`src/rtl/fifo_read_streamer.sv`:
```
// fifo_read_streamer: async-FIFO read side re-presented as a valid/ready stream via a prefetch buffer; define FIFO_READ_STREAMER_CNT_EN to add rd_count
module fifo_read_streamer #(
  parameter int DATA_WIDTH = 32,
  parameter int BUF_DEPTH  = 4
) (
  input  logic                             rclk,
  input  logic                             rrst_n,
  input  logic                             fifo_empty,
  input  logic [DATA_WIDTH-1:0]            fifo_dout,
  output logic                             fifo_ren,
  output logic                             m_valid,
  output logic [DATA_WIDTH-1:0]            m_data,
  input  logic                             m_ready,
  output logic [$clog2(BUF_DEPTH+1)-1:0]   buf_level
`ifdef FIFO_READ_STREAMER_CNT_EN
  ,
  output logic [31:0]                      rd_count
`endif
);
  localparam int LW = $clog2(BUF_DEPTH + 1);
  localparam int IW = $clog2(BUF_DEPTH);
  logic [DATA_WIDTH-1:0] mem [BUF_DEPTH];
  logic [LW-1:0] occ;
  logic [LW:0] credit;
  logic [IW-1:0] wr_idx, rd_idx;
  logic inflight, pop;
  assign credit = {1'b0, occ} + {{LW{1'b0}}, inflight};
  assign fifo_ren = rrst_n & ~fifo_empty & (credit < (LW+1)'(BUF_DEPTH));
  assign m_valid = occ != '0;
  assign m_data = mem[rd_idx];
  assign pop = m_valid & m_ready;
  assign buf_level = occ;
  // indices, occupancy and the one-cycle read-in-flight flag
  always_ff @(posedge rclk) begin
    if (!rrst_n) begin
      occ <= '0;
      inflight <= 1'b0;
      wr_idx <= '0;
      rd_idx <= '0;
    end else begin
      inflight <= fifo_ren;
      occ <= occ + LW'(inflight) - LW'(pop);
      if (inflight) wr_idx <= (wr_idx == IW'(BUF_DEPTH - 1)) ? '0 : wr_idx + IW'(1);
      if (pop) rd_idx <= (rd_idx == IW'(BUF_DEPTH - 1)) ? '0 : rd_idx + IW'(1);
    end
  end
  // capture the word returned for last cycle's read; a slot is always free
  always_ff @(posedge rclk) begin
    if (rrst_n && inflight) mem[wr_idx] <= fifo_dout;
  end
`ifdef FIFO_READ_STREAMER_CNT_EN
  // count accepted words, wrapping naturally at 2^32
  always_ff @(posedge rclk) begin
    rd_count <= !rrst_n ? '0 : rd_count + 32'(pop);
  end
`endif
endmodule

```
`config.mk`:
```
export PLATFORM = sky130hd
export DESIGN_NAME = fifo_read_streamer
export DESIGN_NICKNAME = d
export VERILOG_FILES = /design/src/rtl/fifo_read_streamer.sv
export SDC_FILE = /design/constraint.sdc
export NUM_CORES = 1
export LEC_CHECK = 0
export CORE_MARGIN = 2
export CORE_UTILIZATION = 30
export CTS_BUF_LIST = sky130_fd_sc_hd__clkbuf_16
export DETAILED_ROUTE_END_ITERATION = 6
export SYNTH_ARGS = -nofsm -noshare
export SYNTH_HDL_FRONTEND = slang
export SYNTH_SLANG_ARGS = --single-unit
```
`constraint.sdc`:
```
create_clock -name rclk -period 4 [get_ports rclk]
set_clock_uncertainty 0.05 [all_clocks]
set_input_delay 0.6 -clock rclk [delete_from_list [all_inputs] [get_ports rclk]]
set_output_delay 0.6 -clock rclk [all_outputs]
set_load 0.1 [all_outputs]
```
# After elaboration in Yosys (flattened, before gate mapping)
# Memory sizes are Yosys's and may differ from the RTL's. A register that Yosys moved wholly into a read port is not among the register bits.
# Cells that the tools add are included.
[op_classes]
mux = 6
eq_ne = 2
bitwise_logic = 4
n_reduce_logical = 2
n_lt_le_gt_ge = 1
addsub = 5
[ops]
columns = ["operator", "count"]
rows = [
  ["$mux 2", 4],
  ["$add 2x1->2 const B", 2],
  ["$add 3x1->4", 1],
  ["$eq 2x2->1 const B", 2],
  ["$lt 4x3->1 const B", 1],
  ["$add 3x1->3", 1],
  ["$and 1x1->1", 3],
  ["$reduce_bool 3->1", 1],
  ["$sub 3x1->3", 1],
  ["$mux 1", 2],
  ["$logic_and 1x1->1", 1],
  ["$not 1->1", 1],
]
[word_totals]
word_cells = 25
reg_bits = 8
ram_bits = 128
inputBits = 36
mem_count = 1
[mem_list]
columns = ["memory", "words", "word_bits", "rd", "rd_ports_with_merged_regs", "write_ports", "line", "text"]
rows = [
  ["mem", 4, 32, 1, 1, 1, "22", "logic [DATA_WIDTH-1:0] mem [BUF_DEPTH];"],
]

# Longest topological paths before layout
# Gate-level depths: netlist (run 1).
[depth]
depth_word = 4
depth_mapped = 9
depth_no_buf = 9

# Worst setup path before layout (run 1)
# OpenSTA, ideal clock, no wires.
[synth_path]
kind = "register to output"
start = "register occ[1], in the netlist buf_level[1]"
end = "output port fifo_ren"
path_stages_with_launch = 4
path_slack_ns = -0.341
path_buffers = 0
required_ns = 3.350
t_arrival_ns = 3.691
cell_sequence = "dfxtp_1 and4b_1 mux2i_1 nor3b_1"
[synth_between]
elab_chain_len = 3
[synth_rtl]
columns = ["item", "line", "text"]
rows = [
  ["start: declaration", "23", "logic [LW-1:0] occ;"],
  ["start signal: assignment", "42", "occ <= occ + LW'(inflight) - LW'(pop);"],
  ["$add 3x1->4", "27", "assign credit = {1'b0, occ} + {{LW{1'b0}}, inflight};"],
  ["$lt 4x3->1", "28", "assign fifo_ren = rrst_n & ~fifo_empty & (credit < (LW+1)'(BUF_DEPTH));"],
  ["$and 1x1->1", "28", ""],
  ["end: declaration", "10", "output logic fifo_ren,"],
]
# No other way between the ends.

==> results of run 1 <==
==> logic make-up (layout without fill, tap and decap cells) <==
group / count (synthesis) / count (layout) / share of synthesized area (%)
XOR/XNOR: 1 / 1 / 0.169
AO/OA/AOI/OAI: 5 / 5 / 0.579
multiplexers: 34 / 34 / 14.4
adder cells (fa/ha/maj): 9 / 9 / 2.32
buffers and inverters: 15 / 112 / 2.27
AND/OR/NAND/NOR: 19 / 19 / 2.24
flip-flops: 138 / 138 / 78.0
==> flip-flops by register name (all words and copies together) (netlist names), named ones only <==
register,flops
wr_idx,2
inflight,1
buf_level,3
rd_idx,2
mem,128
==> per-layer routing <==
metal	routed length, um	vias to the layer above
li1	-	1091
met1	4030	1245
met2	4810	57
met3	432	15
met4	178	0
met5	0	-
==> per-stage QoR <==
| step | area (um^2) | total power [mW] | hold slack [ps] |
|---|---|---|---|
| floorplan | 5190 | 3.02 | 429 |
| global placement | 6080 | 3.29 | 451 |
| detailed placement | 6080 | 3.30 | 491 |
| CTS | 6610 | 4.74 | 501 |
| global route | 6610 | 4.85 | 543 |
| finish | 6610 | 4.68 | 489 |
==> area by class of cell <==
class | count | area, um^2 | share of cell area (%)
clock buffers | 17 | 425 | 6.43
clock inverters | 14 | 109 | 1.65
inverters | 6 | 22.5 | 0.341
multi-input cells | 68 | 1030 | 15.6
flip-flops and latches | 138 | 4050 | 61.2
well taps | 225 | 282 | 4.26
repair buffers | 75 | 693 | 10.5
==> critical path, stage by stage (launching register included) <==
cell,delay (ps)
dfxtp_2,710
mux4_2,580
clkdlybuf4s50_1,1000
==> worst paths after layout <==
kind | start | endpoint | slack, ps
hold / removal | rd_idx[1] | register | 490
setup / recovery | register | m_data[28] | 640
setup reg to reg | buf_level[1] | buf_level[2] | 1640
hold reg to reg | rd_idx[1] | register | 490
==> report_power, final <==
group | total, mW | switching, mW | leakage [nW] | internal (mW)
Sequential | 1.72 | 0.0828 | 1.24 | 1.63
Clock | 1.42 | 0.584 | 0.257 | 0.840
Combinational | 1.54 | 1.11 | 0.661 | 0.427
Total | 4.68 | 1.78 | 2.16 | 2.90
==> cell usage in the layout, fill, tap and decap left out, drive strengths merged <==
cell,instances
nand2,2
and2,2
nor2,1
dfxtp,10
inv,8
or3,1
o31ai,1
nor2b,3
mux2i,2
o211ai,1
edfxtp,128
bufinv,1
and3,4
o21ai,2
clkdlybuf4s50,52
fa,1
xor2,1
nand3,2
mux4,32
clkinv,7
nor3b,3
clkbuf,17
a21oi,1
clkinvlp,4
and4b,1
buf,23
ha,8
==> results.yml, run 1 <==
sta:
  timing.final.crit_share_pct: 84.0
  slew_headroom_pct: 32.9
  tightest_slew_ps: 1000
  max_freq_mhz: 298
  period_needed_ps: 3360
  fin_setup_tns_ps: 0
  hold_violations: 0
  rsz0062_at_grt: "false"
  finalMaxSlewViolations: 0
  setup_ws_ps: 639
  setup_viol: 0
setup_path:
  cp-end-kind: "output port"
  cp-start-kind: "register"
  cp.required_ps: 3350
  cp_max_fo: 15
  critical_path_class: "register to output port"
  arrival_ps: 2710
  rr_worst_depth: 9
logic_synthesis:
  synth_top_cells_by_count: "edfxtp_1, mux4_2, dfxtp_1"
  yosys.cell_types.count: 27
  synth_area_mm2: 0.00518
  synth-edff-count: 128
  async_reset_ff_share_pct: 0
  synth_area_leaders: "edfxtp_1, mux4_2, dfxtp_1, ha_1, buf_12"
  yosysMostFrequentCell: "edfxtp_1"
  ys_ff_latch: 138
  yosysTopAreaCellShare_pct: 74.1
  synth_nets: 266
  seq_area_frac_synth_pct: 78.0
  synth.avg_cell_area_um2: 23.5
  yosys_warnings: 0
  synth_area_leader_cell: "edfxtp_1"
  syn_inst: 221
  ys.flop_type: "edfxtp_1"
floorplan:
  core-area_mm2: 0.0171
  core.rowCount: 48
  die-area_mm2: 0.0184
  io_pins: 73
  die_y_um: 135
  start_util_pct: 30.3
  die_w_um: 135
final_layout:
  drive_gt1_share_pct: 27.7
  final_cells: 543
  fillers: 1552
  antenna_cells: 0
  fin_util_pct: 38.6
  nNetsFinal: 351
  area_delta_synth_final_pct: 27.5
global_route:
  grt_use_total_pct: 11.3
  grt_max_degree: 33
  grt_antenna_before_repair: 0
  grt_pass1_vias: 2612
  grt_most_used_layer: "met2"
  use_met1_pct: 13.2
  grt_pass1_wl_um: 14500
  use_met2_pct: 18.3
  grt.overflow.total: 0
  use_met3_pct: 4.04
place:
  dp.final_hpwl_um: 5270
  place_inst: 512
  pre_cts_ws_ps: 1040
  io_buffers: 72
  gp_congestion: 0.654
route:
  dr.pass1.iters: 4
  wl_per_cell_um: 17.4
  routed_wl_um: 9450
  via_per_inst: 4.43
  drc: 0
  drt_iter0_markers: 171
  ant_nets: 0
  routed-via-count: 2408
min_path:
  whs_path_depth: 2
  hold_path_class: "register to register"
cts:
  clockRootBuffer: "clkbuf_16"
  cts_tree: "built"
  numCtsBuffers: 17
  cts_buffer_depth: 2
  clk_pin_slew_ps: 60
  ctsHoldBuffers: 0
  ctsResizeCount: 0
  post_cts_buffers: 0
  cts_sinks: 138
  htreeDepth: 4
  clock_latency_ps: 410
power:
  power_density_mw_per_mm2: 708
  ir_worst_vdd_uv: 481
  p_leak_nw: 2.16
run:
  drv_cap: 0
status:
  status: "finished, final reports clean"
No activity file was read; power rests on OpenSTA's default activity.
==> run 2: changes to the inputs <==
==> constraint.sdc (replaced) <==
create_clock -name rclk -period 2.8 [get_ports rclk]
set_clock_uncertainty 0.05 [all_clocks]
set_input_delay 0.42 -clock rclk [delete_from_list [all_inputs] [get_ports rclk]]
set_output_delay 0.42 -clock rclk [all_outputs]
set_load 0.1 [all_outputs]
==> run 2 against run 1 <==
First-iteration DRC count decreased by 23%; wire length up 4.2%; combinational power up 62%; count of clock-buffer cells in the layout unchanged; register-to-register slack worse by 1200 ps; critical path type unchanged.
==> results.yml, run 2 (synthesis gave the netlist of run 1 again) <==
setup_path:
  rrSetupSlack_ps: 460
  r2r-start: "buf_level[0]"
  cp-end-kind: "output port"
  cp-start-kind: "register"
  cp.required_ps: 2330
  critical_path_class: "register to output port"
  arrival_ps: 1980
  rr_worst_depth: 9
  cp_max_fo: 18
  r2r-end: "buf_level[2]"
min_path:
  hp-start: "wr_idx[1]"
  whs_endpoint: "wr_idx[1]"
  hold_path_class: "register to register"
  whs_path_depth: 2
sta:
  max_freq_mhz: 408
  hold_slack_ps: 529
  fin_setup_tns_ps: 0
  setup_viol: 0
  timing.final.crit_share_pct: 87.6
  hold_violations: 0
  period_needed_ps: 2450
  setup_ws_ps: 348
  finalMaxSlewViolations: 0
  slew_headroom_pct: 65.3
  rsz0062_at_grt: "false"
  tightest_slew_ps: 516
power:
  p_int_mw: 4.42
  seq_power_share_pct: 34.6
  power_frac_comb_pct: 36.0
  switching_power_mw: 2.54
  power_density_mw_per_mm2: 1010
  clkPwrFrac_pct: 29.4
  p_leak_nw: 2.33
  netSwitchingFraction_pct: 36.6
  power.total_mw: 6.96
  ir_worst_vdd_uv: 688
floorplan:
  die-area_mm2: 0.0184
  die_y_um: 135
  core-area_mm2: 0.0171
  die_w_um: 135
  start_util_pct: 30.3
  core.rowCount: 48
  io_pins: 73
place:
  gp_congestion: 0.688
  dp.final_hpwl_um: 6050
  io_buffers: 72
  place_inst: 518
  pre_cts_ws_ps: 308
  dpl_cell_area_mm2: 0.00637
cts:
  clockRootBuffer: "clkbuf_16"
  htreeDepth: 4
  ctsResizeCount: 0
  numCtsBuffers: 17
  post_cts_buffers: 0
  cts_tree: "built"
  clk_pin_slew_ps: 50
  cts_sinks: 138
  ctsHoldBuffers: 0
  cts_buffer_depth: 2
  clock_latency_ps: 410
route:
  ant_nets: 0
  drt_iter0_markers: 132
  routed-via-count: 2500
  routed_wl_um: 9850
  dr.pass1.iters: 4
  drc: 0
  via_per_inst: 4.55
  wl_per_cell_um: 17.9
final_layout:
  layout_common_cells: "edfxtp_1, clkdlybuf4s50_1, mux4_2"
  area_delta_synth_final_pct: 33.4
  design_area_mm2: 0.00692
  final_common_cell: "edfxtp_1"
  largest-register: "mem"
  drive_gt1_share_pct: 33.5
  final_cells: 550
  fin_util_pct: 40.4
  final-seq-area_mm2: 0.00405
  fillers: 1525
  nNetsFinal: 357
  multiInputGateArea_mm2: 0.00104
  largest_register_ffs: 128
  antenna_cells: 0
global_route:
  grt_pass1_wl_um: 15300
  use_met2_pct: 18.9
  use_met1_pct: 14.2
  grt.overflow.total: 0
  grt_pass1_vias: 2725
  grt_most_used_layer: "met2"
  grt_antenna_before_repair: 1
  grt_max_degree: 22
  grt_use_total_pct: 11.8
  use_met3_pct: 3.82
status:
  status: "finished, final reports clean"
run:
  drv_cap: 0
run 2: per-layer routing:
metal,up-vias,routed length (um)
li1,1103,-
met1,1313,4300
met2,61,4840
met3,23,491
met4,0,217
met5,-,0
run 2: layout make-up:
| cell class | instances | share of cell area, % |
|---|---|---|
| clock inverter | 15 | 1.72 |
| timing repair buffer | 81 | 14.2 |
| clock buffer | 17 | 6.15 |
| sequential | 138 | 58.5 |
| tap | 225 | 4.07 |
| inverter | 6 | 0.325 |
| multi-input combinational | 68 | 15.0 |
run 2: how the worst max path moves through the flow:
stage,end,depth (start not counted)
after floorplan,fifo_ren,3
after global placement,buf_level[2],10
after detailed placement,buf_level[2],10
after CTS,m_data[21],3
after global routing,buf_level[2],9
final,m_data[11],3
run 2: critical path, cell delays in order (launching register included):
cell and delay [ps]:
dfxtp_2 660, buf_4 310, mux4_2 390, buf_12 200
run 2: power by group through the flow:
stage,registers (mW),logic [mW],clock network (mW)
detailed placement,2.45,2.53,0
global placement,2.44,2.51,0
finish,2.41,2.50,2.05
global route,2.42,2.60,2.19
floorplan,2.54,1.77,0
CTS,2.41,2.54,2.11
==> edit 1, RTL diff (flow settings as in run 2) <==
The parameter `BUF_DEPTH` goes from 4 to 2.
--- a/src/rtl/fifo_read_streamer.sv
+++ b/src/rtl/fifo_read_streamer.sv
@@ -3,3 +3,3 @@
   parameter int DATA_WIDTH = 32,
-  parameter int BUF_DEPTH  = 4
+  parameter int BUF_DEPTH  = 2
 ) (
Interface: changed (resized buf_level); port bits go from 73 to 72. No check against the original RTL was run, so the function may have changed too.
==> edit 1 against run 2 <==
  * Routed wire length shrank 54%
  * Critical path depth grew 1
  * Power shrank 40%
  * Sequential cell count shrank 68
  * Count of clock-buffer cells in the layout shrank 8
  * Die area shrank 46%
  * Design area shrank 44%
  * Setup slack gained 0.36 ns
  * Synthesized cell count shrank 42%
  * Synthesized area shrank 47%
  * Critical path type is now in2out
==> edit 1: results (changes against run 2) <==
metric	value	unit	change
status	complete, no violations		
Placed Cells	308		-41%
Fillers	790		-48%
async set-reset flop share out of synthesis	0	%	unchanged
GR Util met1	9.79	%	-4.4 points
Synth cell types	19		-30%
total CTS buffers	9		-8
ratio of cells with drive above 1 in the final layout	42.6	%	+9.1 points
Clk pin slew, worst setup/hold paths	0.05	ns	about the same
hpwl dp	3200	um	-47%
initial DRC count	26		-80%
pre-CTS setup slack	0.688	ns	+0.379 ns
largest net degree at the start of global routing	19		-14%
antenna violations before repair	0		-1
I/O Buffers	71		-1.4%
root buffer cell	clkbuf_16		
All-Layer GR Usage	9.30	%	-2.5 points
Lkg Pwr	1.44	nW	-38%
GR Util met3	3.37	%	-0.44 points
min-delay worst type	reg2reg		
Synth top cells by count	edfxtp_1, mux2_4, dfxtp_1		
Final Wtd Congestion	0.683		-0.83%
H-tree lvl count	3		-1
number of flops mapped to enable cells by yosys	64		-50%
Avg WL per Cell	14.0	um	-22%
clock latency on the worst-skew pair	0.32	ns	-0.09 ns
# diodes	0		unchanged
mux share of post-synthesis cell area	18.3	%	+3.9 points
Syn. warnings	0		unchanged
max FFs per register	64		-50%
vias in the first global route	1367		-50%
Post-Place Cell Area	3500	um2	-45%
post-synthesis adder-cell area fraction	0.913	%	-1.4 points
Critical Path AT	1.62	ns	-0.36 ns
worst vdd rail ir drop	0.000682	V	-0.90%
via/cell ratio	4.18		-8.0%
routing usage on met2	16.2	%	-2.7 points
Layout Nets	249		-30%
Gate Count Post-Synth	128		-42%
Post-Route WL	4550	um	-54%
setup bufs post-CTS	0		unchanged
post-synthesis xor/xnor area fraction	0.639	%	+0.47 points
Synth Area in Compound Gates	0.822	%	+0.24 points
Synth area leaders	edfxtp_1, mux2_4, dfxtp_1, buf_12, mux2i_1		
Max clock buf depth	2		unchanged
Rel. slew slack	74.4	%	+9.1 points
Net Count, Synth	166		-38%
crit path max fanout	8		-10
Seq/Total Area, Yosys	74.5	%	-3.5 points
first-pass GRT wire length	6760	um	-56%
-- edit 1: cell type report --
type                            count  area share (%)
Clock inverter                      7            2.96
Clock buffer                        9            5.86
Multi-Input combinational cell     52            16.5
Timing Repair Buffer               76            17.8
Sequential cell                    70            53.2
Tap cell                          108            3.52
Inverter                            2           0.195
-- edit 1: worst max-delay path: stages --
cell             delay (ns)
clkdlybuf4s50_1        0.60
nand2b_1               0.14
a211oi_2               0.25
buf_12                 0.21
-- edit 1: metal layers --
metal	up-vias	share of wire [%]
met4	0	1.4
li1	658	-
met2	41	53
met3	7	5.5
met1	649	40
met5	-	0
-- edit 1: final timing paths --
| check | cells after the start | to | start | slack [ns] |
|---|---|---|---|---|
| setup / recovery | 4 | fifo_ren | rrst_n | 0.71 |
| hold / removal | 2 | rd_idx$_SDFFE_PN0P_ | rd_idx$_SDFFE_PN0P_ | 0.44 |
| setup reg to reg | 6 | buf_level[1]$_SDFF_PN0_ | buf_level[0]$_SDFF_PN0_ | 1.20 |
| hold reg to reg | 2 | rd_idx$_SDFFE_PN0P_ | rd_idx$_SDFFE_PN0P_ | 0.44 |
-- edit 1: cells by family after synthesis --
kind of cell             Yosys count
AO/OA/AOI/OAI                      3
XOR/XNOR                           2
adder cells (fa/ha/maj)            2
buffers and inverters              6
flip-flops                        70
multiplexers                      35
AND/OR/NAND/NOR                   10
-- edit 1: stage by stage --
| step | power [W] | utilization, % |
|---|---|---|
| floorplan | 0.00272 | - |
| global placement | 0.00298 | 39.8 |
| detailed placement | 0.00299 | 39.8 |
| CTS | 0.00425 | 43.6 |
| global route | 0.00434 | 43.6 |
| finish | 0.00420 | 43.6 |
-- edit 1: where the power goes --
part	internal, W	switching, W	total (W)
Sequential	0.00122	0.0000420	0.00126
Clock	0.000864	0.000386	0.00125
Combinational	0.000466	0.00122	0.00169
Total	0.00255	0.00165	0.00420
==> edit 2, RTL diff (config.mk and constraints of run 2) <==
Made on the original files. Register the output `buf_level` once more, without a reset; this adds one clock of latency there. The other outputs are not delayed to match.
--- a/src/rtl/fifo_read_streamer.sv
+++ b/src/rtl/fifo_read_streamer.sv
@@ -31,3 +31,5 @@
   assign pop = m_valid & m_ready;
-  assign buf_level = occ;
+  always_ff @(posedge rclk) begin
+    buf_level <= occ;
+  end
   // indices, occupancy and the one-cycle read-in-flight flag
Behaviour: not the same (Yosys sat finds a counterexample within 4 cycles, from zero or initial values and one cycle with rrst_n low).
==> edit 2 against run 2 <==
  * Synthesized area rose by 1.2%
  * Power up 6.7%
  * Routed wire length shrank 4.3%
  * Design area increased by 3.8%
  * Combinational power increased by 7%
  * Sequential power rose by 2%
  * Setup slack about the same
  * Sequential cell count is 3 higher
  * Critical endpoint is now m_data[21]
==> edit 2: results (changes against run 2) <==
metric	value	unit	change
antenna violations before repair	1		unchanged
Synth cell types	27		unchanged
Critical Path AT	1.98	ns	about the same
Net Count, Synth	269		+1.1%
ratio of cells with drive above 1 in the final layout	34.0	%	+0.50 points
Synth Area in Compound Gates	0.573	%	-0.0066 points
async set-reset flop share out of synthesis	0	%	unchanged
mux share of post-synthesis cell area	14.3	%	-0.17 points
clock latency on the worst-skew pair	0.41	ns	about the same
Lkg Pwr	2.43	nW	+4.1%
largest family of logic cells by synthesized area	multiplexers		
Synth top cells by count	edfxtp_1, mux4_2, dfxtp_1		
Most used DFF post-synth	edfxtp_1		
crit path max fanout	18		unchanged
Synth area leaders	edfxtp_1, mux4_2, dfxtp_1, ha_1, buf_12		
Clk pin slew, worst setup/hold paths	0.06	ns	
I/O Buffers	72		unchanged
min-delay worst type	reg2reg		
first-pass GRT wire length	14600	um	-4.1%
post-synthesis xor/xnor area fraction	0.167	%	-0.0019 points
net load switching power	0.00260	W	+2.2%
drt first pass iters	4		unchanged
Post-Route WL	9420	um	-4.3%
Placed Cells	523		+0.97%
routing usage on met2	18.2	%	-0.72 points
Fin. Hold Viols	0		unchanged
Largest regs	mem x128, buf_level x3, occ x3		
# diodes	0		unchanged
post-synthesis adder-cell area fraction	2.29	%	-0.027 points
vias in the first global route	2650		-2.8%
root buffer cell	clkbuf_16		
setup bufs post-CTS	0		unchanged
GR Util met3	4.88	%	+1.1 points
Rel. slew slack	67.3	%	+2.0 points
initial DRC count	110		-17%
total CTS buffers	17		unchanged
top sig layer	met5		
vias	2417		-3.3%
Syn. warnings	0		unchanged
Seq/Total Area, Yosys	78.2	%	+0.25 points
hpwl dp	5900	um	-2.6%
via/cell ratio	4.36		-4.0%
All-Layer GR Usage	11.1	%	-0.66 points
met3 WL	483	um	-1.6%
Final Wtd Congestion	0.631		-8.4%
GR Util met1	13.0	%	-1.2 points
Metal-1 WL	4040	um	-5.8%
pre-CTS setup slack	0.380	ns	+0.0719 ns
status	complete, no violations		
Max clock buf depth	2		unchanged
met2 wire length	4760	um	-1.7%
Gate Count Post-Synth	224		+1.4%
worst vdd rail ir drop	0.000388	V	-44%
largest net degree at the start of global routing	20		-9.1%
Layout Nets	362		+1.4%
number of flops mapped to enable cells by yosys	128		unchanged
Fillers	1533		+0.52%
## edit 2: cells by family after synthesis
family / count (synthesis)
simple gates: 19
flops: 141
buf+inv: 15
mux: 34
fa+ha+maj: 9
xor+xnor: 1
compound gates: 5
## edit 2: worst max-delay path: stages, from the launching register on
cell and delay (ns):
dfxtp_2 0.33, buf_4 0.36, mux4_1 0.68, buf_12 0.20
## edit 2: path summary, 6_finish.rpt
check	start	cells past startpoint	end	slack, ns
max	register	3	m_data[21]	0.35
min	occ[2]$_SDFF_PN0_	0	buf_level[2]$_DFF_P_	0.37
max reg2reg	occ[1]$_SDFF_PN0_	9	occ[2]$_SDFF_PN0_	0.51
min reg2reg	occ[2]$_SDFF_PN0_	0	buf_level[2]$_DFF_P_	0.37
## edit 2: cell type report
type / count / area [um2] / area share [%]
repair buffers: 83 / 1140 / 15.8
multi-input cells: 68 / 1030 / 14.4
clock buffers: 17 / 425 / 5.92
well taps: 225 / 282 / 3.92
inverters: 6 / 22.5 / 0.314
flip-flops and latches: 141 / 4110 / 57.2
clock inverters: 14 / 176 / 2.46
## edit 2: power groups by stage
stage          clock network, W  registers, W  logic, W
6_report                0.00228       0.00247   0.00268
5_1_grt                 0.00242       0.00248   0.00278
4_1_cts                 0.00235       0.00247   0.00271
3_5_place_dp                  0       0.00251   0.00271
3_3_place_gp                  0       0.00250   0.00270
2_1_floorplan                 0       0.00260   0.00177
## edit 2: stage by stage
step	instance area (um2)	hold WS, ns	utilization, %	total power (W)
after floorplan	5250	0.334	-	0.00437
after global placement	6580	0.349	38.3	0.00520
after detailed placement	6580	0.364	38.3	0.00522
after CTS	7180	0.371	41.8	0.00753
after global routing	7180	0.380	41.8	0.00769
final	7180	0.369	41.8	0.00743
